### src/rtl/rgb_pwm_fader.sv
// Multi-channel PWM LED driver with per-channel off/static/breathe/blink modes.
// Config writes are staged in a single slot and applied on PWM period boundaries.
module rgb_pwm_fader #(
    parameter int CHANNELS = 3,
    parameter int PWM_BITS = 8,
    parameter int PRESCALE = 390,
    parameter int FADE_DIV = 4,
    parameter int CW       = (CHANNELS > 1) ? $clog2(CHANNELS) : 1
) (
    input  logic                clk,
    input  logic                rst,
    input  logic                cfg_valid,
    output logic                cfg_ready,
    input  logic [CW-1:0]       cfg_chan,
    input  logic [1:0]          cfg_mode,
    input  logic [PWM_BITS-1:0] cfg_level,
    output logic [CHANNELS-1:0] led_out,
    output logic                period_start
);
    localparam int PW = (PRESCALE > 1) ? $clog2(PRESCALE) : 1;
    localparam int FW = (FADE_DIV > 1) ? $clog2(FADE_DIV) : 1;
    localparam logic [PW-1:0] PRESC_LAST = PW'(PRESCALE - 1);
    localparam logic [FW-1:0] FADE_LAST  = FW'(FADE_DIV - 1);

    typedef enum logic [1:0] {
        MODE_OFF     = 2'd0,
        MODE_STATIC  = 2'd1,
        MODE_BREATHE = 2'd2,
        MODE_BLINK   = 2'd3
    } mode_e;

    logic [PW-1:0]       presc_q, presc_d;
    logic [PWM_BITS-1:0] pwm_q, pwm_d;
    logic                tick, boundary, accept;

    logic                pend_q, pend_d;
    logic [CW-1:0]       pchan_q, pchan_d;
    mode_e               pmode_q, pmode_d;
    logic [PWM_BITS-1:0] plevel_q, plevel_d;

    mode_e               mode_q  [CHANNELS];
    mode_e               mode_d  [CHANNELS];
    logic [PWM_BITS-1:0] level_q [CHANNELS];
    logic [PWM_BITS-1:0] level_d [CHANNELS];
    logic [PWM_BITS-1:0] duty_q  [CHANNELS];
    logic [PWM_BITS-1:0] duty_d  [CHANNELS];
    logic                dir_q   [CHANNELS];
    logic                dir_d   [CHANNELS];
    logic [FW-1:0]       fade_q  [CHANNELS];
    logic [FW-1:0]       fade_d  [CHANNELS];

    logic [CHANNELS-1:0] led_q, led_d;
    logic                pstart_q;

    assign cfg_ready    = ~pend_q & ~rst;
    assign led_out      = led_q;
    assign period_start = pstart_q;

    always_comb begin
        tick     = (presc_q == PRESC_LAST);
        boundary = tick & (&pwm_q);
        accept   = cfg_valid & cfg_ready;
        presc_d  = tick ? '0 : presc_q + PW'(1);
        pwm_d    = tick ? pwm_q + PWM_BITS'(1) : pwm_q;

        pend_d   = pend_q;
        pchan_d  = pchan_q;
        pmode_d  = pmode_q;
        plevel_d = plevel_q;
        if (boundary) begin
            pend_d = 1'b0;
        end
        // accept only happens with the slot empty, so it never races the clear
        if (accept) begin
            pend_d   = 1'b1;
            pchan_d  = cfg_chan;
            pmode_d  = mode_e'(cfg_mode);
            plevel_d = cfg_level;
        end
    end

    always_comb begin
        for (int i = 0; i < CHANNELS; i++) begin
            mode_d[i]  = mode_q[i];
            level_d[i] = level_q[i];
            duty_d[i]  = duty_q[i];
            dir_d[i]   = dir_q[i];
            fade_d[i]  = fade_q[i];
            led_d[i]   = (pwm_q < duty_q[i]);
            if (boundary) begin
                if (pend_q && (int'(pchan_q) == i)) begin
                    mode_d[i]  = pmode_q;
                    level_d[i] = plevel_q;
                    fade_d[i]  = '0;
                    dir_d[i]   = 1'b1;
                    duty_d[i]  = (pmode_q == MODE_STATIC || pmode_q == MODE_BLINK) ? plevel_q : '0;
                end else if (fade_q[i] != FADE_LAST) begin
                    fade_d[i] = fade_q[i] + FW'(1);
                end else begin
                    fade_d[i] = '0;
                    // endpoints are held one extra step by turning instead of moving
                    case (mode_q[i])
                        MODE_BREATHE: begin
                            if (dir_q[i]) begin
                                if (duty_q[i] == level_q[i]) dir_d[i] = 1'b0;
                                else                         duty_d[i] = duty_q[i] + PWM_BITS'(1);
                            end else begin
                                if (duty_q[i] == '0) dir_d[i] = 1'b1;
                                else                 duty_d[i] = duty_q[i] - PWM_BITS'(1);
                            end
                        end
                        MODE_BLINK: duty_d[i] = (duty_q[i] != '0) ? '0 : level_q[i];
                        default: ;
                    endcase
                end
            end
        end
    end

    always_ff @(posedge clk) begin
        if (rst) begin
            presc_q  <= '0;
            pwm_q    <= '0;
            pend_q   <= 1'b0;
            pchan_q  <= '0;
            pmode_q  <= MODE_OFF;
            plevel_q <= '0;
            for (int i = 0; i < CHANNELS; i++) begin
                mode_q[i]  <= MODE_OFF;
                level_q[i] <= '0;
                duty_q[i]  <= '0;
                dir_q[i]   <= 1'b1;
                fade_q[i]  <= '0;
            end
            led_q    <= '0;
            pstart_q <= 1'b0;
        end else begin
            presc_q  <= presc_d;
            pwm_q    <= pwm_d;
            pend_q   <= pend_d;
            pchan_q  <= pchan_d;
            pmode_q  <= pmode_d;
            plevel_q <= plevel_d;
            for (int i = 0; i < CHANNELS; i++) begin
                mode_q[i]  <= mode_d[i];
                level_q[i] <= level_d[i];
                duty_q[i]  <= duty_d[i];
                dir_q[i]   <= dir_d[i];
                fade_q[i]  <= fade_d[i];
            end
            led_q    <= led_d;
            pstart_q <= boundary;
        end
    end

endmodule
### config.mk
export PLATFORM = sky130hd
export DESIGN_NAME = rgb_pwm_fader
export DESIGN_NICKNAME = d
export VERILOG_FILES = /design/src/rtl/rgb_pwm_fader.sv
export SDC_FILE = /design/constraint.sdc
export NUM_CORES = 1
export LEC_CHECK = 0
export CORE_ASPECT_RATIO = 0.7
export CORE_MARGIN = 2
export CORE_UTILIZATION = 62
export DETAILED_ROUTE_END_ITERATION = 12
export PLACE_DENSITY_LB_ADDON = 0.2
export SKIP_LAST_GASP = 1
export SLEW_MARGIN = 20
export SYNTH_ARGS = -nofsm -noshare
export SYNTH_HDL_FRONTEND = slang
export SYNTH_SLANG_ARGS = --single-unit
### constraint.sdc
create_clock -name clk -period 2.4 [get_ports clk]
set_input_delay 0.6 -clock clk [delete_from_list [all_inputs] [get_ports clk]]
set_output_delay 0.6 -clock clk [all_outputs]
set_load 0.02 [all_outputs]
# After elaboration in Yosys (flattened, before gate mapping)
# Memory sizes are Yosys's and may differ from the RTL's.
# Cells that the tools add are included.
# Widths: inputs -> output; s select.
[op_classes] reduce_logical=14 n_bitwise=20 muxes=87 order_cmp=3 add_sub_neg=11 eq_ne=17
[op_table] op="$mux 8" n=34
[op_table] op="$pmux 8 s2" n=3
[op_table] op="$mux 2" n=21
[op_table] op="$add 8x1->8 const B" n=4
[op_table] op="$mux 1" n=29
[op_table] op="$eq 8x8->1" n=3
[op_table] op="$logic_not 8->1" n=3
[op_table] op="$lt 8x8->1" n=3
[op_table] op="$reduce_bool 8->1" n=3
[op_table] op="$sub 8x1->8 const B" n=3
[op_table] op="$eq 2x2->1 const B" n=9
[op_table] op="$or 1x1->1" n=15
[op_table] op="$add 9x1->9 const B" n=1
[op_table] op="$eq 9x9->1 const B" n=1
[op_table] op="$reduce_and 8->1" n=1
[op_table] op="$add 2x1->2 const B" n=3
[op_table] op="$ne 2x2->1 const B" n=3
[op_table] op="$and 1x1->1" n=3
[op_table] op="$logic_and 1x1->1" n=3
[op_table] op="$eq 2x1->1 const B" n=1
[op_table] op="$logic_not 2->1" n=1
[op_table] op="$not 1->1" n=2
[op_table] op="$reduce_bool 2->1" n=1
[op_table] op="$reduce_or 2->1" n=1
[op_table] op="$logic_or 1x1->1" n=1
[totals] mem_count=5 ram_bits=63 wordCells=165 register_bits=34
[mem_list] name="duty_q" depth=3 width=8 rd=3 rd_ports_with_merged_regs=0 write_ports=3 line="45" rtl="logic [PWM_BITS-1:0] duty_q [CHANNELS];"
[mem_list] name="level_q" depth=3 width=8 rd=3 rd_ports_with_merged_regs=0 write_ports=3 line="43" rtl="logic [PWM_BITS-1:0] level_q [CHANNELS];"
[mem_list] name="fade_q" depth=3 width=2 rd=3 rd_ports_with_merged_regs=0 write_ports=3 line="49" rtl="logic [FW-1:0] fade_q [CHANNELS];"
[mem_list] name="mode_q" depth=3 width=2 rd=3 rd_ports_with_merged_regs=0 write_ports=3 line="41" rtl="mode_e mode_q [CHANNELS];"
[mem_list] name="dir_q" depth=3 width=1 rd=3 rd_ports_with_merged_regs=0 write_ports=3 line="47" rtl="logic dir_q [CHANNELS];"

# Depth between registers and ports, before layout
# Gate-level depths: netlist of the first run.
[logic_depth] depth_word=8 mapped_depth=11 mapped_depth_nobuf=8

# Least setup slack after synthesis of the first run
# OpenSTA, ideal clock, no wires.
[synth_path] kind="register -> register" start="mem dir_q[0][0]" end="mem duty_q[0][5]" required_time_ns=2.268 path_slack_ns=0.276 path_stages_with_launch=9 period_less_slack_ns=2.124 setup_ns=0.132 arrival_ns=1.992 path_cell_list="dfxtp_1 > inv_1 > ha_1 > a211oi_1 > o21bai_1 > a211o_1 > a32o_1 > o2111ai_1 > a21oi_1"
[synth_lines] item="start: declaration" line="47"
[synth_lines] item="end: declaration" line="45"

==> results.ini, run 1 <==
[hold_path]
hold_end=fade_q[0][5]
hp-start=fade_q[0][5]
hold_path.class=flip-flop to flip-flop
min_path_cells=2

[power_and_ir_drop]
power_frac_comb_pct=5.1
p_seq_share_pct=50.2
p_sw_share_pct=24.2
p_total_w=0.00333
netSwitchingPower_w=0.000807
vdd_drop_max_mv=0.403
p_leak_nw=2.65
p_per_area_nw_per_um2=491
internal_power_w=0.00252
p_clk_share_pct=44.7

[logic_synthesis]
synth_flop_cell=dfxtp_1
postSynthAreaPerCell_um2=8.18
synth-compound-area-share_pct=22.4
yosys_warnings=0
yosysUniqueCellTypes=66
synth-seq-cells=97
seq_area_frac_synth_pct=32.4
synth-simple-area-share_pct=22.8
synth_top_family_by_area=simple AND/OR/NAND/NOR gates
synth_edf_count=0
synth_xor_area_share_pct=6.87
syn-num-nets=796
ys_async_sr_fraction_pct=0
synth.cell_area_um2=6000
synthAdderAreaFrac_pct=10.4
syn_inst=733
muxShareOfSynthArea_pct=1.38

[sta]
finalHoldViolations=0
setup_viol=0
relSlewSlack_pct=52.4
fmax_mhz=421
whs_ns=0.465
worst_slew_pin_slew_ns=0.709
fin_skew_ns=0.00807
setup_ws_ns=0.0251
report.final.slew_viol_count=0
rsz0062_at_grt=true
period_needed_ns=2.37
fin_crit_sh_pct=99.0

[finish]
final_core_util_pct=73.6
n_fill_cell=720
fin_cells=894
drive_above_1_share_pct=9.61
nNetsFinal=828
antenna_cells=0
area_delta_synth_final_pct=13.1

[placed_design]
port-buffer-count=19
post-place-ws_ns=0.0584
dp_hpwl_um=12300
place_inst=878
place_congestion=0.963

[setup_path]
r2r_setup_slack_ns=0.03
rr_startpoint=dir_q[0][1]
critPathKind=flip-flop to flip-flop
cp_max_fo=7
worst_r2r_endpoint=duty_q[0][15]
critPathArrivalTime_ns=2.64
reg2reg_depth=8
crit_path_start_kind=flip-flop
required_ns=2.66
endpoint_kind=flip-flop

[clock_tree]
cts_made_buffers=9
cts_max_level=3
postCtsSetupBuffers=0
cts_sinks=97
cts_tree=built
clk_latency_ns=0.35
cts_root_buf=clkbuf_16
post_cts_resized=0
post_cts_hold_buffer_count=0
clockBufferDepth=2
clkTransAtPathRegs_ns=0.07

[global_route]
grt_use_met2_pct=51.2
grt_pass1_wl_um=27400
grt_pass1_vias=5291
grt.busiest_layer=met2
antenna_found_initial=0
grt_use_met1_pct=48.1
grt_usage_pct=33.6
grt.overflow.total=0
met3_usage_pct=8.88
grt_start_max_net_pins=106

[detailed_routing]
drtPass1Iterations=5
first_iter_violations=769
vias=5809
routedWlPerCell_um=18.8
vias_per_cell=6.50
ant_nets=0
finalWirelength_um=16800
drc_errors=0

[floorplan]
die_y_um=86.3
core_area_um2=9220
start_util_pct=65.1
die_area_um2=10500
rows=29
fp.dieW_um=122
io_pins=20

[outcome]
status=finished clean

[flow_run]
drv_cap=0

==> cell usage after synthesis, drive strengths merged, types with 13 or more instances <==
| cell | number | area (um2) |
|---|---|---|
| o21ai | 34 | 174 |
| a211oi | 23 | 173 |
| nand2 | 100 | 375 |
| xor2 | 19 | 166 |
| xnor2 | 28 | 245 |
| dfxtp | 97 | 1940 |
| nand4 | 13 | 81.3 |
| nand3 | 26 | 130 |
| a21oi | 64 | 320 |
| clkbuf | 26 | 97.6 |
| ha | 45 | 563 |
| nand2b | 22 | 138 |
| inv | 26 | 97.6 |
| nor2 | 48 | 180 |
==> metrics by stage <==
| stage | cell area, um2 | TNS (ns) |
|---|---|---|
| 3_3_place_gp | 6470 | 0 |
| 4_1_cts | 6770 | 0 |
| 5_1_grt | 6780 | -0.0967 |
| 2_1_floorplan | 6000 | 0 |
| 3_5_place_dp | 6470 | 0 |
| 6_report | 6780 | 0 |
==> critical path: stages, from the launching register on <==
cell and delay (ns):
dfxtp_1 0.46, inv_2 0.14, ha_1 0.37, o21ai_0 0.13
o21bai_1 0.19, a211oi_1 0.10, nor3b_1 0.27, mux2_2 0.37
a311oi_1 0.25
==> kinds of logic after synthesis <==
kind of cell,count (synthesis)
DFF,97
AOI/OAI and AO/OA,205
and+or+nand+nor,271
buffers and inverters,57
xor gates and xnor gates,47
adders and majority gates,48
muxes,8
==> layout by cell type, fill, tap and decap left out, drive strengths merged, types with 10 or more instances in the layout <==
cell,count
nand2,100
clkbuf,10
xor2,19
ha,45
clkdlybuf4s50,18
o21ai,34
a211oi,23
nor2,48
buf,34
dfxtp,97
inv,29
xnor2,28
nand4,13
o31ai,12
a31oi,10
nand2b,22
a21o,12
a21oi,64
or4,10
nand3,26
==> routing by layer <==
layer | part of all wire (%) | wire, um | up-vias
met5 | 0 | 0 | -
met2 | 43 | 7230 | 295
met1 | 44 | 7380 | 2735
met3 | 11 | 1900 | 43
met4 | 2.0 | 337 | 0
li1 | - | - | 2736
==> worst max-delay path by stage <==
stage / from / endpoint / slack (ns) / depth (start not counted)
floorplan: dir_q[0][0] / duty_q[0][5] / 0.28 / 8
global placement: dir_q[0][1] / duty_q[0][15] / 0.16 / 8
detailed placement: dir_q[0][1] / duty_q[0][15] / 0.06 / 8
CTS: dir_q[0][1] / duty_q[0][15] / 0.02 / 8
global route: dir_q[0][1] / duty_q[0][15] / -0.1 / 8
finish: dir_q[0][1] / duty_q[0][15] / 0.03 / 8
==> sequential cells by signal, summed over array words and instances (netlist names) <==
| register | flops |
|---|---|
| pchan_q | 2 |
| pend_q | 1 |
| level_q | 24 |
| pmode_q | 2 |
| duty_q | 24 |
| dir_q | 3 |
| presc_q | 9 |
| pwm_q | 8 |
| led_out | 3 |
| plevel_q | 8 |
| fade_q | 6 |
| period_start | 1 |
| mode_q | 6 |
==> power groups by stage <==
| stage | clock (W) | sequential, W | combinational, W |
|---|---|---|---|
| finish | 0.00149 | 0.00167 | 0.000170 |
| global route | 0.00157 | 0.00167 | 0.000186 |
| CTS | 0.00149 | 0.00167 | 0.000167 |
| detailed placement | 0 | 0.00171 | 0.000166 |
| global placement | 0 | 0.00171 | 0.000164 |
| floorplan | 0 | 0.00168 | 0.000104 |
==> layout make-up <==
type / instances / area [um2] / share of cell area [%]
clock buffers: 10 / 229 / 3.38
clock inverters: 6 / 73.8 / 1.09
inverters: 26 / 97.6 / 1.44
multi-input cells: 579 / 3840 / 56.6
flip-flops and latches: 97 / 1940 / 28.6
well taps: 124 / 155 / 2.29
repair buffers: 52 / 445 / 6.57
(Power assumes the default switching activity.)
==> run 2: changes to the inputs <==
--- a/config.mk
+++ b/config.mk
@@ -5,9 +5,11 @@
 export SDC_FILE = /design/constraint.sdc
 export NUM_CORES = 1
 export LEC_CHECK = 0
+export CAP_MARGIN = 15
 export CORE_ASPECT_RATIO = 0.7
 export CORE_MARGIN = 2
 export CORE_UTILIZATION = 62
+export CTS_CLUSTER_DIAMETER = 50
 export DETAILED_ROUTE_END_ITERATION = 12
 export PLACE_DENSITY_LB_ADDON = 0.2
 export SKIP_LAST_GASP = 1
==> results of run 2 <==
Final layout, timing and power as in run 1 (identical DEF).
==> run 3: changes to the inputs <==
--- a/config.mk
+++ b/config.mk
@@ -6,12 +6,13 @@
 export NUM_CORES = 1
 export LEC_CHECK = 0
 export CAP_MARGIN = 15
-export CORE_ASPECT_RATIO = 0.7
 export CORE_MARGIN = 2
 export CORE_UTILIZATION = 62
 export CTS_CLUSTER_DIAMETER = 50
 export DETAILED_ROUTE_END_ITERATION = 12
+export GPL_TIMING_DRIVEN = 0
 export PLACE_DENSITY_LB_ADDON = 0.2
+export SKIP_CTS_REPAIR_TIMING = 1
 export SKIP_LAST_GASP = 1
 export SLEW_MARGIN = 20
 export SYNTH_ARGS = -nofsm -noshare
==> results.ini, run 3 (same netlist as run 1, synthesis figures left out) <==
[sta]
fmax_mhz=433  ; +2.8%
setup_viol=0  ; unchanged
whs_ns=0.472  ; +0.00709 ns
setup_ws_ns=0.0902  ; +0.0651 ns
relSlewSlack_pct=50.0  ; -2.5 points
report.final.slew_viol_count=0  ; unchanged
fin_skew_ns=0.0222  ; +0.0141 ns
rsz0062_at_grt=false
finalHoldViolations=0  ; unchanged
worst_slew_pin_slew_ns=0.751  ; +0.0412 ns
period_needed_ns=2.31  ; -0.0651 ns
fin_crit_sh_pct=96.2  ; -2.7 points

[setup_path]
critPathKind=flip-flop to flip-flop
cp_max_fo=7  ; unchanged
endpoint_kind=flip-flop
required_ns=2.67  ; about the same
reg2reg_depth=8  ; unchanged
crit_path_start_kind=flip-flop
critPathArrivalTime_ns=2.58  ; -0.06 ns

[finish]
fin_cells=899  ; +0.56%
top_regs=duty_q x24, level_q x24, presc_q x9
drive_above_1_share_pct=7.79  ; -1.8 points
n_fill_cell=776  ; +7.8%
final_cell_area_um2=6610  ; -2.6%
mostFrequentLayoutCells=nand2_1 (100), dfxtp_1 (91), a21oi_1 (64), nor2_1 (46), ha_1 (45)
layout_commonest_cell=nand2_1
area_delta_synth_final_pct=10.2
antenna_cells=0  ; unchanged
nNetsFinal=828  ; unchanged

[floorplan]
core_area_um2=9330  ; +1.2%
die_area_um2=10500  ; -0.11%
die_y_um=102  ; +19%
fp.dieW_um=102  ; -16%
start_util_pct=64.3  ; -0.78 points
rows=35  ; +21%
io_pins=20  ; unchanged

[placed_design]
place_inst=880  ; +0.23%
dp_hpwl_um=12700  ; +2.7%
post-place-ws_ns=-0.196  ; -0.255 ns
place_congestion=0.932  ; -3.2%
port-buffer-count=18  ; -1
placed_cell_area_um2=6340  ; -2.0%

[flow_run]
drv_cap=0  ; unchanged

[clock_tree]
cts_root_buf=clkbuf_8
cts_sinks=97  ; unchanged
cts_max_level=3  ; unchanged
cts_made_buffers=9  ; unchanged
clkTransAtPathRegs_ns=0.09  ; +0.02 ns
cts_tree=built
clk_latency_ns=0.37  ; +0.02 ns
clockBufferDepth=2  ; unchanged

[global_route]
grt_start_max_net_pins=17  ; -84%
grt_pass1_vias=5518  ; +4.3%
grt_pass1_wl_um=27600  ; +0.55%
grt.overflow.total=0  ; unchanged
grt_usage_pct=34.0  ; +0.44 points
antenna_found_initial=0  ; unchanged

[detailed_routing]
vias=5802  ; -0.12%
first_iter_violations=425  ; -45%
ant_nets=0  ; unchanged
vias_per_cell=6.45  ; -0.68%
drc_errors=0  ; unchanged
finalWirelength_um=17200  ; +2.4%
drtPass1Iterations=5  ; unchanged
routedWlPerCell_um=19.2  ; +1.8%

[power_and_ir_drop]
p_per_area_nw_per_um2=444  ; -9.5%
p_leak_nw=2.49  ; -5.8%
vdd_drop_max_mv=0.281  ; -30%

[outcome]
status=finished clean

[hold_path]
hold_path.class=flip-flop to flip-flop
min_path_cells=2  ; unchanged

## run 3: cell types whose count changed in the layout (fill, tap and decap cells not counted), sizes merged
cell / delta
clkbuf: +28
inv: -2
buf: -27
clkinv: +1
## run 3: worst paths after layout
| path | start | end | slack (ns) |
|---|---|---|---|
| max | dir_q[0][0] | duty_q[0][4] | 0.09 |
| min | fade_q[0][3] | fade_q[0][3] | 0.47 |
| max reg2reg | dir_q[0][0] | duty_q[0][4] | 0.09 |
| min reg2reg | fade_q[0][3] | fade_q[0][3] | 0.47 |
## run 3: power by group
part	total [W]	internal, W	switching (W)
Clock	0.00109	0.000491	0.000597
Combinational	0.000177	0.0000658	0.000112
Sequential	0.00167	0.00163	0.0000444
Total	0.00294	0.00218	0.000753
## run 3: cell type report
cell class / instances / area [um2] / share of cell area, %
buffer: 31 / 135 / 2.04
timing repair buffer: 21 / 203 / 3.07
inverter: 26 / 97.6 / 1.48
tap: 129 / 161 / 2.44
multi-input combinational: 579 / 3870 / 58.5
clock buffer: 11 / 131 / 1.99
clock inverter: 5 / 63.8 / 0.966
sequential: 97 / 1950 / 29.5
## run 3: metrics by stage
stage | power [W] | TNS, ns | util, %
global placement | 0.00187 | -3.75 | 67.9
finish | 0.00294 | 0 | 70.9
global route | 0.00301 | 0 | 70.9
floorplan | 0.00179 | 0 | -
detailed placement | 0.00188 | -5.11 | 67.9
CTS | 0.00292 | -1.18 | 70.0
## run 3: worst max-delay path: stages (launching register included)
cell and delay [ns]:
dfxtp_2 0.39, inv_2 0.10, fa_1 0.41, a21o_1 0.21, a31oi_1 0.28, a32o_1 0.26
a21oi_1 0.07, or4_1 0.42, o31ai_1 0.09
## run 3: metal layers
layer | vias to the layer above | wire [um] | GRT usage, % | part of all wire [%]
li1 | 2736 | - | - | -
met2 | 240 | 7860 | 54.4 | 46
met1 | 2762 | 7400 | 44.4 | 43
met4 | 0 | 750 | 16.5 | 4.4
met5 | - | 0 | 0 | 0
met3 | 64 | 1230 | 6.16 | 7.2
